$ cat src/rtl/wisc_pkg.sv
// Shared WISC pipeline types: opcode encodings, branch condition codes, the
// Z/V/N flag record and the halt-drain FSM states.
package wisc_pkg;

  typedef enum logic [3:0] {
    OP_ADD    = 4'b0000,
    OP_SUB    = 4'b0001,
    OP_XOR    = 4'b0010,
    OP_RED    = 4'b0011,
    OP_SLL    = 4'b0100,
    OP_SRA    = 4'b0101,
    OP_ROR    = 4'b0110,
    OP_PADDSB = 4'b0111,
    OP_LW     = 4'b1000,
    OP_SW     = 4'b1001,
    OP_LLB    = 4'b1010,
    OP_LHB    = 4'b1011,
    OP_B      = 4'b1100,
    OP_BR     = 4'b1101,
    OP_PCS    = 4'b1110,
    OP_HLT    = 4'b1111
  } opcode_t;

  typedef enum logic [2:0] {
    BR_NE  = 3'b000,
    BR_EQ  = 3'b001,
    BR_GT  = 3'b010,
    BR_LT  = 3'b011,
    BR_GE  = 3'b100,
    BR_LE  = 3'b101,
    BR_OV  = 3'b110,
    BR_UNC = 3'b111
  } br_cond_t;

  typedef struct packed {
    logic z;
    logic v;
    logic n;
  } flags_t;

  typedef enum logic [1:0] {
    RUN       = 2'd0,
    HALT_PEND = 2'd1,
    HALTED    = 2'd2
  } halt_state_t;

  // Arithmetic ops that own all three flags.
  function automatic logic sets_zvn(input opcode_t op);
    return (op == OP_ADD) || (op == OP_SUB);
  endfunction

  // Logic/shift ops that only report a zero result.
  function automatic logic sets_z_only(input opcode_t op);
    return (op == OP_XOR) || (op == OP_SLL) || (op == OP_SRA) || (op == OP_ROR);
  endfunction

endpackage

$ cat src/rtl/br_cond_eval.sv
// Combinational branch-condition evaluator: flags + condition code -> taken.
// Shared with the decode-stage branch logic.
module br_cond_eval
  import wisc_pkg::*;
(
  input  flags_t   flags_i,
  input  br_cond_t cond_i,
  output logic     taken_o
);

  // NOTE: every combinational output gets a default first so no path can infer a latch.
  always_comb begin
    taken_o = 1'b0;
    case (cond_i)
      BR_NE:   taken_o = ~flags_i.z;
      BR_EQ:   taken_o = flags_i.z;
      BR_GT:   taken_o = ~flags_i.z & ~flags_i.n;
      BR_LT:   taken_o = flags_i.n;
      BR_GE:   taken_o = flags_i.z | (~flags_i.z & ~flags_i.n);
      BR_LE:   taken_o = flags_i.n | flags_i.z;
      BR_OV:   taken_o = flags_i.v;
      default: taken_o = 1'b1;
    endcase
  end

endmodule

$ cat src/rtl/ex_flag_stage.sv
// EX->MEM pipeline register with the architectural Z/V/N flags, branch evaluation
// and halt-drain FSM. Define FLAG_BYPASS_EN to evaluate branches on next-state flags.
module ex_flag_stage
  import wisc_pkg::*;
#(
  parameter int DW = 16,
  parameter int RW = 4
) (
  input  logic          clk,
  input  logic          rst_n,
  input  logic          ex_valid,
  input  logic [3:0]    ex_opcode,
  input  logic [DW-1:0] ex_result,
  input  logic          ex_ovfl,
  input  logic [RW-1:0] ex_rd,
  input  logic          ex_wr_en,
  input  logic          stall,
  input  logic          flush,
  input  logic [2:0]    br_cond,
  output logic          mem_valid,
  output logic [3:0]    mem_opcode,
  output logic [DW-1:0] mem_result,
  output logic [RW-1:0] mem_rd,
  output logic          mem_wr_en,
  output logic          flag_z,
  output logic          flag_v,
  output logic          flag_n,
  output logic          br_taken,
  output logic          halted
);

  halt_state_t   state_q, state_d;
  flags_t        flags_q, flags_d, br_flags;
  logic          valid_q, valid_d;
  opcode_t       opcode_q, opcode_d;
  logic [DW-1:0] result_q, result_d;
  logic [RW-1:0] rd_q, rd_d;
  logic          wr_q, wr_d;
  logic          advance;
  opcode_t       ex_op;

  assign ex_op   = opcode_t'(ex_opcode);
  assign advance = ex_valid & ~stall & ~flush & (state_q == RUN);

  always_comb begin
    state_d  = state_q;
    flags_d  = flags_q;
    valid_d  = valid_q;
    opcode_d = opcode_q;
    result_d = result_q;
    rd_d     = rd_q;
    wr_d     = wr_q;
    case (state_q)
      RUN: begin
        if (advance) begin
          valid_d  = 1'b1;
          opcode_d = ex_op;
          result_d = ex_result;
          rd_d     = ex_rd;
          wr_d     = ex_wr_en;
          if (sets_zvn(ex_op)) begin
            flags_d.z = (ex_result == '0);
            flags_d.n = ex_result[DW-1];
            flags_d.v = ex_ovfl;
          end else if (sets_z_only(ex_op)) begin
            flags_d.z = (ex_result == '0);
          end
          if (ex_op == OP_HLT) state_d = HALT_PEND;
        end else if (flush || !stall) begin
          // Flush outranks stall; an idle EX without stall drops a bubble.
          valid_d = 1'b0;
          wr_d    = 1'b0;
        end
      end
      HALT_PEND: begin
        // HLT sits in MEM now; it drains out regardless of flush/stall.
        valid_d = 1'b0;
        wr_d    = 1'b0;
        state_d = HALTED;
      end
      default: begin
        valid_d = 1'b0;
        wr_d    = 1'b0;
      end
    endcase
  end

  // NOTE: sequential state uses non-blocking assignments so all registers sample together.
  always_ff @(posedge clk or negedge rst_n) begin
    if (!rst_n) begin
      state_q  <= RUN;
      flags_q  <= '0;
      valid_q  <= 1'b0;
      opcode_q <= OP_ADD;
      result_q <= '0;
      rd_q     <= '0;
      wr_q     <= 1'b0;
    end else begin
      state_q  <= state_d;
      flags_q  <= flags_d;
      valid_q  <= valid_d;
      opcode_q <= opcode_d;
      result_q <= result_d;
      rd_q     <= rd_d;
      wr_q     <= wr_d;
    end
  end

`ifdef FLAG_BYPASS_EN
  assign br_flags = flags_d;
`else
  assign br_flags = flags_q;
`endif

  br_cond_eval u_br_cond_eval (
    .flags_i (br_flags),
    .cond_i  (br_cond_t'(br_cond)),
    .taken_o (br_taken)
  );

  assign mem_valid  = valid_q;
  assign mem_opcode = opcode_q;
  assign mem_result = result_q;
  assign mem_rd     = rd_q;
  assign mem_wr_en  = wr_q & valid_q;
  assign flag_z     = flags_q.z;
  assign flag_v     = flags_q.v;
  assign flag_n     = flags_q.n;
  assign halted     = (state_q == HALTED);

endmodule
$ cat config.mk
export PLATFORM = sky130hd
export DESIGN_NAME = ex_flag_stage
export DESIGN_NICKNAME = d
export VERILOG_FILES = /design/src/rtl/wisc_pkg.sv /design/src/rtl/br_cond_eval.sv /design/src/rtl/ex_flag_stage.sv
export SDC_FILE = /design/constraint.sdc
export NUM_CORES = 1
export LEC_CHECK = 0
export ABC_CLOCK_PERIOD_IN_PS = 2800
export CORE_UTILIZATION = 40
export DETAILED_ROUTE_END_ITERATION = 10
export PLACE_DENSITY = 0.78
export REMOVE_ABC_BUFFERS = 1
export SYNTH_ARGS = -nofsm -noshare
export SYNTH_HDL_FRONTEND = slang
export SYNTH_SLANG_ARGS = --single-unit
export TNS_END_PERCENT = 10
$ cat constraint.sdc
create_clock -name clk -period 2.8 [get_ports clk]
set_input_delay 0.56 -clock clk [delete_from_list [all_inputs] [get_ports clk]]
set_output_delay 0.56 -clock clk [all_outputs]
set_load 0.05 [all_outputs]
== Word level (Yosys, flattened, before mapping) ==
Index checks and enable logic that the tools add are counted.

* $add $sub $neg: 0
* Multiply operators: 0
* Divide/modulo/power cells: 0
* Order comparisons: 0
* Equality and inequality tests: 17
* Shifts and indexed selects: 0
* Multiplexer cells: 11
* Bitwise logic cells: 11
* Reductions and logical operators: 16

{| class="wikitable"
|+ Operator list
! operator !! number
|-
| $logic_not 16->1 || 1
|-
| $eq 4x3->1 const B || 3
|-
| $eq 3x3->1 const B || 3
|-
| $reduce_and 3->1 || 3
|-
| $mux 1 || 7
|-
| $pmux 1 s7 || 1
|-
| $eq 3x2->1 const B || 2
|-
| $and 1x1->1 || 5
|-
| $logic_or 1x1->1 || 5
|-
| $eq 4x1->1 const B || 1
|-
| $eq 4x2->1 const B || 1
|-
| $eq 4x4->1 const B || 1
|-
| $logic_not 4->1 || 1
|-
| $mux 2 || 2
|-
| $not 1->1 || 4
|-
| $pmux 2 s2 || 1
|-
| $reduce_bool 2->1 || 2
|-
| $eq 3x1->1 const B || 1
|-
| $logic_not 3->1 || 1
|-
| $ne 3x2->1 const B || 1
|-
| $eq 2x1->1 const B || 1
|-
| $eq 2x2->1 const B || 1
|-
| $logic_not 2->1 || 1
|-
| $ne 2x1->1 const B || 1
|-
| 4 further kinds || 5
|}

* Register bits after elaboration: 31
* Bits in latches: 0
* RAM bits: 0
* Memory bits (read-only): 0
* Input port bits: 34
* Output and inout port bits: 31
* Word-level logic and storage cells: 64
* Memories: 0

== Logic depth before layout (Yosys ltp) ==
Gate-level depths: netlist (run 1).

* Depth after elaboration: 6
* Depth in mapped cells: 5
* Mapped depth without buffers: 3

== By module ==
A second synthesis (run 1) with hierarchy kept.

* Cells, all modules: 92
* Area total of the unflattened synthesis: 1407.6 um^2

{| class="wikitable"
|+ By module, submodules not included
! module !! times used !! cells an instance !! area each (um^2) !! seq. area each (um^2)
|-
| ex_flag_stage || 1 || 84 || 1340.0 || 775.7
|-
| br_cond_eval || 1 || 8 || 67.6 || 0.0
|}

== Worst setup path after synthesis (run 1) ==
Ideal clock, no wire load.

* Kind: reg-to-output
* Start point: reg flags_q, in the netlist flag_v
* End point: out br_taken
* Arrival: 2.520 ns
* Data required time: 2.240 ns
* Slack: -0.280 ns
* Cell stages (with the launch flop): 4
* Buffers on the path: 0
* Path through: dfrtp_1 -> nand2b_1 -> a21oi_1 -> o41ai_1

* Longest elaborated chain between the ends: 1

{| class="wikitable"
|+ Ends and longest elaborated chain
! item !! RTL line !! RTL
|-
| from (decl) || ex_flag_stage.sv:33 || <nowiki>flags_t flags_q, flags_d, br_flags;</nowiki>
|-
| from (signal assigned) || ex_flag_stage.sv:100 || <nowiki>flags_q <= flags_d;</nowiki>
|-
| $pmux 1 s7 || br_cond_eval.sv:14 || <nowiki>case (cond_i)</nowiki>
|-
| to (decl) || ex_flag_stage.sv:28 || <nowiki>output logic br_taken,</nowiki>
|}

No other way between the ends.

== Final worst setup path (run 1) ==
* Start point: in br_cond[2]
* End point: out br_taken

* Longest elaborated chain between the ends: 2
* Elaborated cells between the ends (all ways): 8
* Those cells by class: eq/ne (6); mux (1); reduce/logical (1)

{| class="wikitable"
|+ Ends and longest elaborated chain
! item !! RTL line !! RTL
|-
| from (decl) || ex_flag_stage.sv:19 || <nowiki>input logic [2:0] br_cond,</nowiki>
|-
| $eq 3x3->1 (tied with other cells) || br_cond_eval.sv:14 ||
|-
| $pmux 1 s7 (*) || br_cond_eval.sv:14 ||
|}

Every way passes the cells marked *; elsewhere a longest branch is shown, timed or not.

==> results of run 1 <==
layer usage:
layer  GRT usage  share of wire
met5           0              0
met4      0.1201          0.035
met3     0.05042          0.055
met2      0.2857           0.51
met1      0.1952           0.40
through the flow:
step                      hold slack (ns)  TNS, ns  instance area [µm²]  total power [mW]
after floorplan                    0.2644  -0.2800                 1366            0.5289
after global placement             0.4893        0                 2090            0.6206
after detailed placement           0.4926        0                 2090            0.6236
after CTS                          0.5158        0                 2176            0.9896
after global routing               0.5345        0                 2176             1.017
final                              0.5100        0                 2176            0.9745
layout by cell type, fill, tap and decap left out, types with 2 or more instances in the layout:
cell             synthesis  routed
and2b_1                  2       2
inv_1                    2       2
nor4_1                   4       4
nand2_1                  3       3
nand4_1                  2       2
mux2_4                  19      19
nand2b_1                 3       3
clkdlybuf4s50_1          0      63
nor2_1                   3       3
buf_4                    0       2
a21oi_1                  2       2
clkbuf_4                 0       5
mux2_2                   7       7
dfrtp_1                 31      31
Yosys cell counts:
library cell	count	area [µm²]
a22oi_1	1	7.510
nand2b_1	3	18.77
nand4_1	2	12.51
or3_4	1	11.26
nor3_1	1	5.000
buf_6	3	33.78
o311ai_0	1	8.760
mux2_2	7	78.83
nand2_1	3	11.26
and2_1	1	6.260
a2111oi_0	1	8.760
inv_1	2	7.510
or2_2	1	6.260
dfrtp_1	31	775.7
nor4b_2	1	15.01
nor4_1	4	25.02
o21ai_0	1	5.000
nor2_1	3	11.26
a21oi_1	2	10.01
a211o_1	1	8.760
o41ai_1	1	8.760
mux2i_1	1	10.01
nand2b_4	1	13.76
mux2_4	19	285.3
and2b_1	2	15.01
worst register-to-register path, delay by kind of cell, from the launching register on:
| kind | cells | cell delay, ns |
|---|---|---|
| simple gates | 2 | 0.79 |
| flops | 1 | 0.41 |
| mux | 1 | 0.40 |
final timing paths:
kind                            start   endpoint  depth (start not counted)
max in group asynchronous       rst_n  mem_rd[1]                          2
setup / recovery           br_cond[2]   br_taken                          6
hold reg to reg             mem_rd[3]  mem_rd[3]                          1
min in group asynchronous       rst_n  mem_valid                          2
hold / removal              mem_rd[3]  mem_rd[3]                          1
setup reg to reg           state_q[0]  mem_rd[2]                          3
cells by family (layout without fill, tap and decap cells):
| family | after synthesis | count (layout) |
|---|---|---|
| AOI/OAI and AO/OA | 8 | 8 |
| buffers and inverters | 5 | 76 |
| DFF | 31 | 31 |
| muxes | 27 | 27 |
| and+or+nand+nor | 23 | 23 |
sequential cells by signal (all words and copies together), names as in the netlist:
name        count
flag_n          1
flag_v          1
flag_z          1
mem_opcode      4
mem_rd          4
mem_result     16
mem_valid       1
state_q         2
wr_q            1
power by group through the flow:
stage | sequential (mW) | clock [mW] | combinational (mW)
after floorplan | 0.504 | 0 | 0.0252
after global placement | 0.470 | 0 | 0.150
after detailed placement | 0.471 | 0 | 0.153
after CTS | 0.462 | 0.374 | 0.154
after global routing | 0.463 | 0.392 | 0.161
final | 0.462 | 0.360 | 0.152
layout make-up:
cell class              count  share of cell area
inverters                   2            0.003450
flip-flops and latches     31              0.3565
repair buffers             66              0.3059
multi-input cells          58              0.2680
well taps                  46             0.02645
clock inverters             2             0.01610
clock buffers               6             0.02358
==> metrics.md, run 1 <==
| Metric | Value |
|---|---|
| Status | complete, no violations |
| Area grow syn2layout | 55.41% |
| Row count | 21 |
| Inserted Diodes | 0 |
| Synth Cell Area | 1400 µm² |
| Multiplexer area fraction after synthesis | 0.2672 |
| Unrepaired setup endpoints after global routing | no |
| Syn. warnings | 0 |
| Crit share post-route | 0.8971 |
| Slew margin rel. | 0.6432 |
| R2R setup slack | 1.08 ns |
| Routability Congestion | 0.7380 |
| Adder-cell share of the synthesized area | 0 |
| Multi-input gate area | 583.1 µm² |
| Detailed Routing Iterations Pass 1 | 4 |
| Reg power frac | 0.474 |
| Critical path, cell by cell | clkdlybuf4s50_1, nand2b_1, a21oi_1, o41ai_1, buf_4, buf_12 |
| Global-route usage over all layers | 0.1740 |
| Synth cell types | 25 |
| Pleak | 1.007 nW |
| HPWL after DPL | 2.245 mm |
| Vias/cell | 4.929 |
| Tmin final | around 2.5 ns |
| Clock buffer depth | 2 |
| DRC | 0 |
| DR vias | about 1,000 |
| Worst-path clk slew | 0.08 ns |
| Root Driver | clkbuf_4 |
| Critical path's top delay family | buffers and inverters |
| Hold Buf Count CTS | 0 |
| # Max-Cap Violations | 0 |
| Routed wire length | 3.022 mm |
| WL per Instance | between 10 and 15 µm |
| Synth Area in Compound Gates | 0.04111 |
| Final slew viol count | 0 |
| Cell count after synthesis | 94 |
| Buf/Inv on CP | 3 |
| Worst EP arrival | 1.95 ns |
| Gate power share | 0.156 |
| Vias in the first global route | about 1,100 |
| Seq/Total Area, Yosys | 0.5541 |
| Number of fill cells | 286 |
| Initial antenna violation count | 0 |
| Placed Cells | 203 |
| Grt total ovfl | 0 |
| CTS sink count | 31 |
| Core area | 3337 µm² |
| IO buf count | 64 |
| Final Core Density | 0.6520 |
| Final hold violations | 0 |
| Finished Layout Cells | roughly 210 |
| Hold/Removal Path Class | register to register |
| Req. time, crit path | 2.24 ns |
| Internal Power | 0.7461 mW |
| Post-synthesis simple-gate area fraction | 0.1081 |
| Antenna-violating nets left | 0 |
| Synth Area per Inst | between 10 and 15 µm² |
| Seq cells post-synth | 31 |
| Die outline area | between 3000 and 4000 µm² |
| Max Fanout on Critical Path | 6 |
| Largest stage delay, worst path | 0.56 ns |
| 1st-iter DRT viols | 32 |
| Pwr per Cell Area | 447.9 nW/µm² |
| Die X | 61.16 µm |
| CP endpoint kind | output pin |
| PostCTS Resize Cnt | 0 |
| Worst-skew pair later-pin latency | 0.33 ns |
| Fraction of layout cells with a size suffix above 1 | 0.2485 |
| Tightest Pin Transition | 0.5217 ns |
| Switch Pwr | 0.2284 mW |
| Final nets | 198 |
| IR drop worst, VDD | 264.7 µV |
| Clock power share | 0.370 |
| DP Worst Slack | 0.3109 ns |
| First-pass GRT wire length | 4.547 mm |
| Largest net degree at the start of global routing | 32 |
| Worst Setup Path Type | input pin to output pin |
| Post-CTS setup buffers | 0 |
| Final WS setup | 0.2880 ns |
| Clock Skew | 0.01148 ns |
| CTS Buf Count | 5 |
| I/O pin total | 65 |
| CP max-delay cell | clkdlybuf4s50_1 |
| Largest family of logic cells by synthesized area | multiplexers |
| Clock tree from TritonCTS | yes |
| Switch share | 0.2344 |
| Die Ht | about 61 µm |
| CTS H-Tree Depth | 2 |
| Starting Density | 0.4196 |
| Setup-failing EPs final | 0 |
| Worst setup SP type | input pin |
| Post-Synth XOR/XNOR Area | 0 |
| FMAX | 398.1 MHz |
| Register area | 775.7 µm² |
Power figures use the tool's default switching activity.
==> inputs of run 2 (changes only) <==
--- a/config.mk
+++ b/config.mk
@@ -8,8 +8,10 @@
 export ABC_CLOCK_PERIOD_IN_PS = 2800
 export CORE_UTILIZATION = 40
 export DETAILED_ROUTE_END_ITERATION = 10
+export MAX_ROUTING_LAYER = met4
 export PLACE_DENSITY = 0.78
 export REMOVE_ABC_BUFFERS = 1
+export SKIP_LAST_GASP = 1
 export SYNTH_ARGS = -nofsm -noshare
 export SYNTH_HDL_FRONTEND = slang
 export SYNTH_SLANG_ARGS = --single-unit
==> metrics.md, run 2 (synthesis gave the netlist of run 1 again) <==
| Metric | Value |
|---|---|
| Core area | 3337 µm² |
| Area grow syn2layout | 55.41% |
| Die outline area | 3741 µm² |
| Crit share post-route | 0.8971 |
| IO buf count | 64 |
| Inserted Diodes | 0 |
| Cell area after layout | 2176 µm² |
| IR drop worst, VDD | ~260 µV |
| Antenna-violating nets left | 0 |
| Pleak | 1.007 nW |
| GR Layer Usage met1 | 0.1952 |
| Routed wire length | roughly 3.0 mm |
| Fraction of layout cells with a size suffix above 1 | 0.2485 |
| Hold WS | 0.5099 ns |
| Clock Skew | 0.01164 ns |
| Worst setup SP type | input pin |
| CTS H-Tree Depth | 2 |
| CTS Buf Count | 5 |
| Max Fanout on Critical Path | 6 |
| Setup-failing EPs final | 0 |
| Multi-input gate area | 583.1 µm² |
| Starting Density | 0.4196 |
| Final Core Density | 0.6520 |
| Hold/Removal Path Class | register to register |
| DRC | 0 |
| DR vias | 1,035 |
| GRT Max-Usage Layer | met2 |
| Routability Congestion | 0.7471 |
| Final slew viol count | 0 |
| HPWL after DPL | 2.245 mm |
| 1st-iter DRT viols | 23 |
| Grt total ovfl | 0 |
| Worst-path clk slew | around 0.090 ns |
| Die Ht | 61.16 µm |
| Root Driver | clkbuf_4 |
| I/O pin total | 65 |
| R2R setup slack | 1.08 ns |
| Finished Layout Cells | 211 |
| Worst-skew pair later-pin latency | 0.33 ns |
| Row count | 21 |
| Max FFs per register | 16 |
| Vias in the first global route | 1,053 |
| WL per Instance | 14.27 µm |
| Tmin final | 2.512 ns |
| Register area | slightly below 800 µm² |
| Req. time, crit path | 2.24 ns |
| Unrepaired setup endpoints after global routing | no |
| Detailed Routing Iterations Pass 1 | 4 |
| Most common cell after layout, fill and taps aside | clkdlybuf4s50_1 |
| Tightest Pin Transition | 0.5217 ns |
| Vias/cell | 4.905 |
| Clock tree from TritonCTS | yes |
| Slew margin rel. | 0.6432 |
| CTS sink count | 31 |
| Most frequent cells in the layout | clkdlybuf4s50_1, dfrtp_1, mux2_4 |
| Post-CTS setup buffers | 0 |
| First-pass GRT wire length | between 4 and 5 mm |
| FMAX | 398.1 MHz |
| CP endpoint kind | output pin |
| Number of fill cells | 286 |
| PostCTS Resize Cnt | 0 |
| Initial antenna violation count | 0 |
| M3 GR Usage | 0.05042 |
| Placed Cells | 203 |
| # Max-Cap Violations | 0 |
| Status | complete, no violations |
| Worst EP arrival | 1.95 ns |
| Die X | 61.16 µm |
| Final nets | 198 |
| Global-route usage over all layers | 0.1796 |
| Pwr per Cell Area | 447.8 nW/µm² |
| M2 GR Usage | 0.2857 |
| Final hold violations | 0 |
| Placed inst area | 2090 µm² |
| Worst Setup Path Type | input pin to output pin |
| Clock buffer depth | 2 |
| Largest net degree at the start of global routing | 32 |
| Hold Buf Count CTS | 0 |
## run 2: routing by layer
layer | routed length (µm) | vias to the layer above
met3 | 165 | 11
met1 | 1203 | 498
met2 | 1536 | 41
li1 | - | 485
met4 | 106 | 0
met5 | 0 | -
## run 2: final timing paths
path	startpoint	endpoint	depth (start not counted)
max	br_cond[2]	br_taken	6
min	mem_result[2]	mem_result[2]	1
max reg2reg	state_q[0]	mem_rd[2]	3
min reg2reg	mem_result[2]	mem_result[2]	1
max in group asynchronous	rst_n	mem_rd[1]	2
min in group asynchronous	rst_n	mem_valid	2
## run 2: report_power, final
group,total (mW),switching [mW],internal (mW),leakage (nW)
Sequential,0.462,0.00520,0.457,0.417
Combinational,0.152,0.0738,0.0786,0.542
Clock,0.360,0.149,0.211,0.0482
Total,0.974,0.228,0.746,1.01
## run 2: area by class of cell
type / instances / share of cell area
Timing Repair Buffer: 66 / 0.3059
Sequential cell: 31 / 0.3565
Tap cell: 46 / 0.02645
Inverter: 2 / 0.003450
Multi-Input combinational cell: 58 / 0.2680
Clock inverter: 2 / 0.01610
Clock buffer: 6 / 0.02358
## run 2: critical path, cell delays in order
cell	delay, ns
clkdlybuf4s50_1	0.56
nand2b_1	0.13
a21oi_1	0.06
o41ai_1	0.33
buf_4	0.18
buf_12	0.12
## run 2: stage by stage
| step | power, mW | setup TNS [ns] | setup slack [ns] |
|---|---|---|---|
| 2_1_floorplan | 0.5289 | -0.2800 | -0.2800 |
| 3_3_place_gp | 0.6206 | 0 | 0.3347 |
| 3_5_place_dp | 0.6236 | 0 | 0.3109 |
| 4_1_cts | 0.9896 | 0 | 0.2942 |
| 5_1_grt | 1.017 | 0 | 0.1987 |
| 6_report | 0.9744 | 0 | 0.2880 |
==> inputs of run 3 (changes only) <==
--- a/config.mk
+++ b/config.mk
@@ -7,8 +7,8 @@
 export LEC_CHECK = 0
 export ABC_CLOCK_PERIOD_IN_PS = 2800
 export CORE_UTILIZATION = 40
+export CTS_CLUSTER_DIAMETER = 100
 export DETAILED_ROUTE_END_ITERATION = 10
-export MAX_ROUTING_LAYER = met4
 export PLACE_DENSITY = 0.78
 export REMOVE_ABC_BUFFERS = 1
 export SKIP_LAST_GASP = 1
==> results of run 3 <==
Final layout, timing and power as in run 1 (identical DEF).
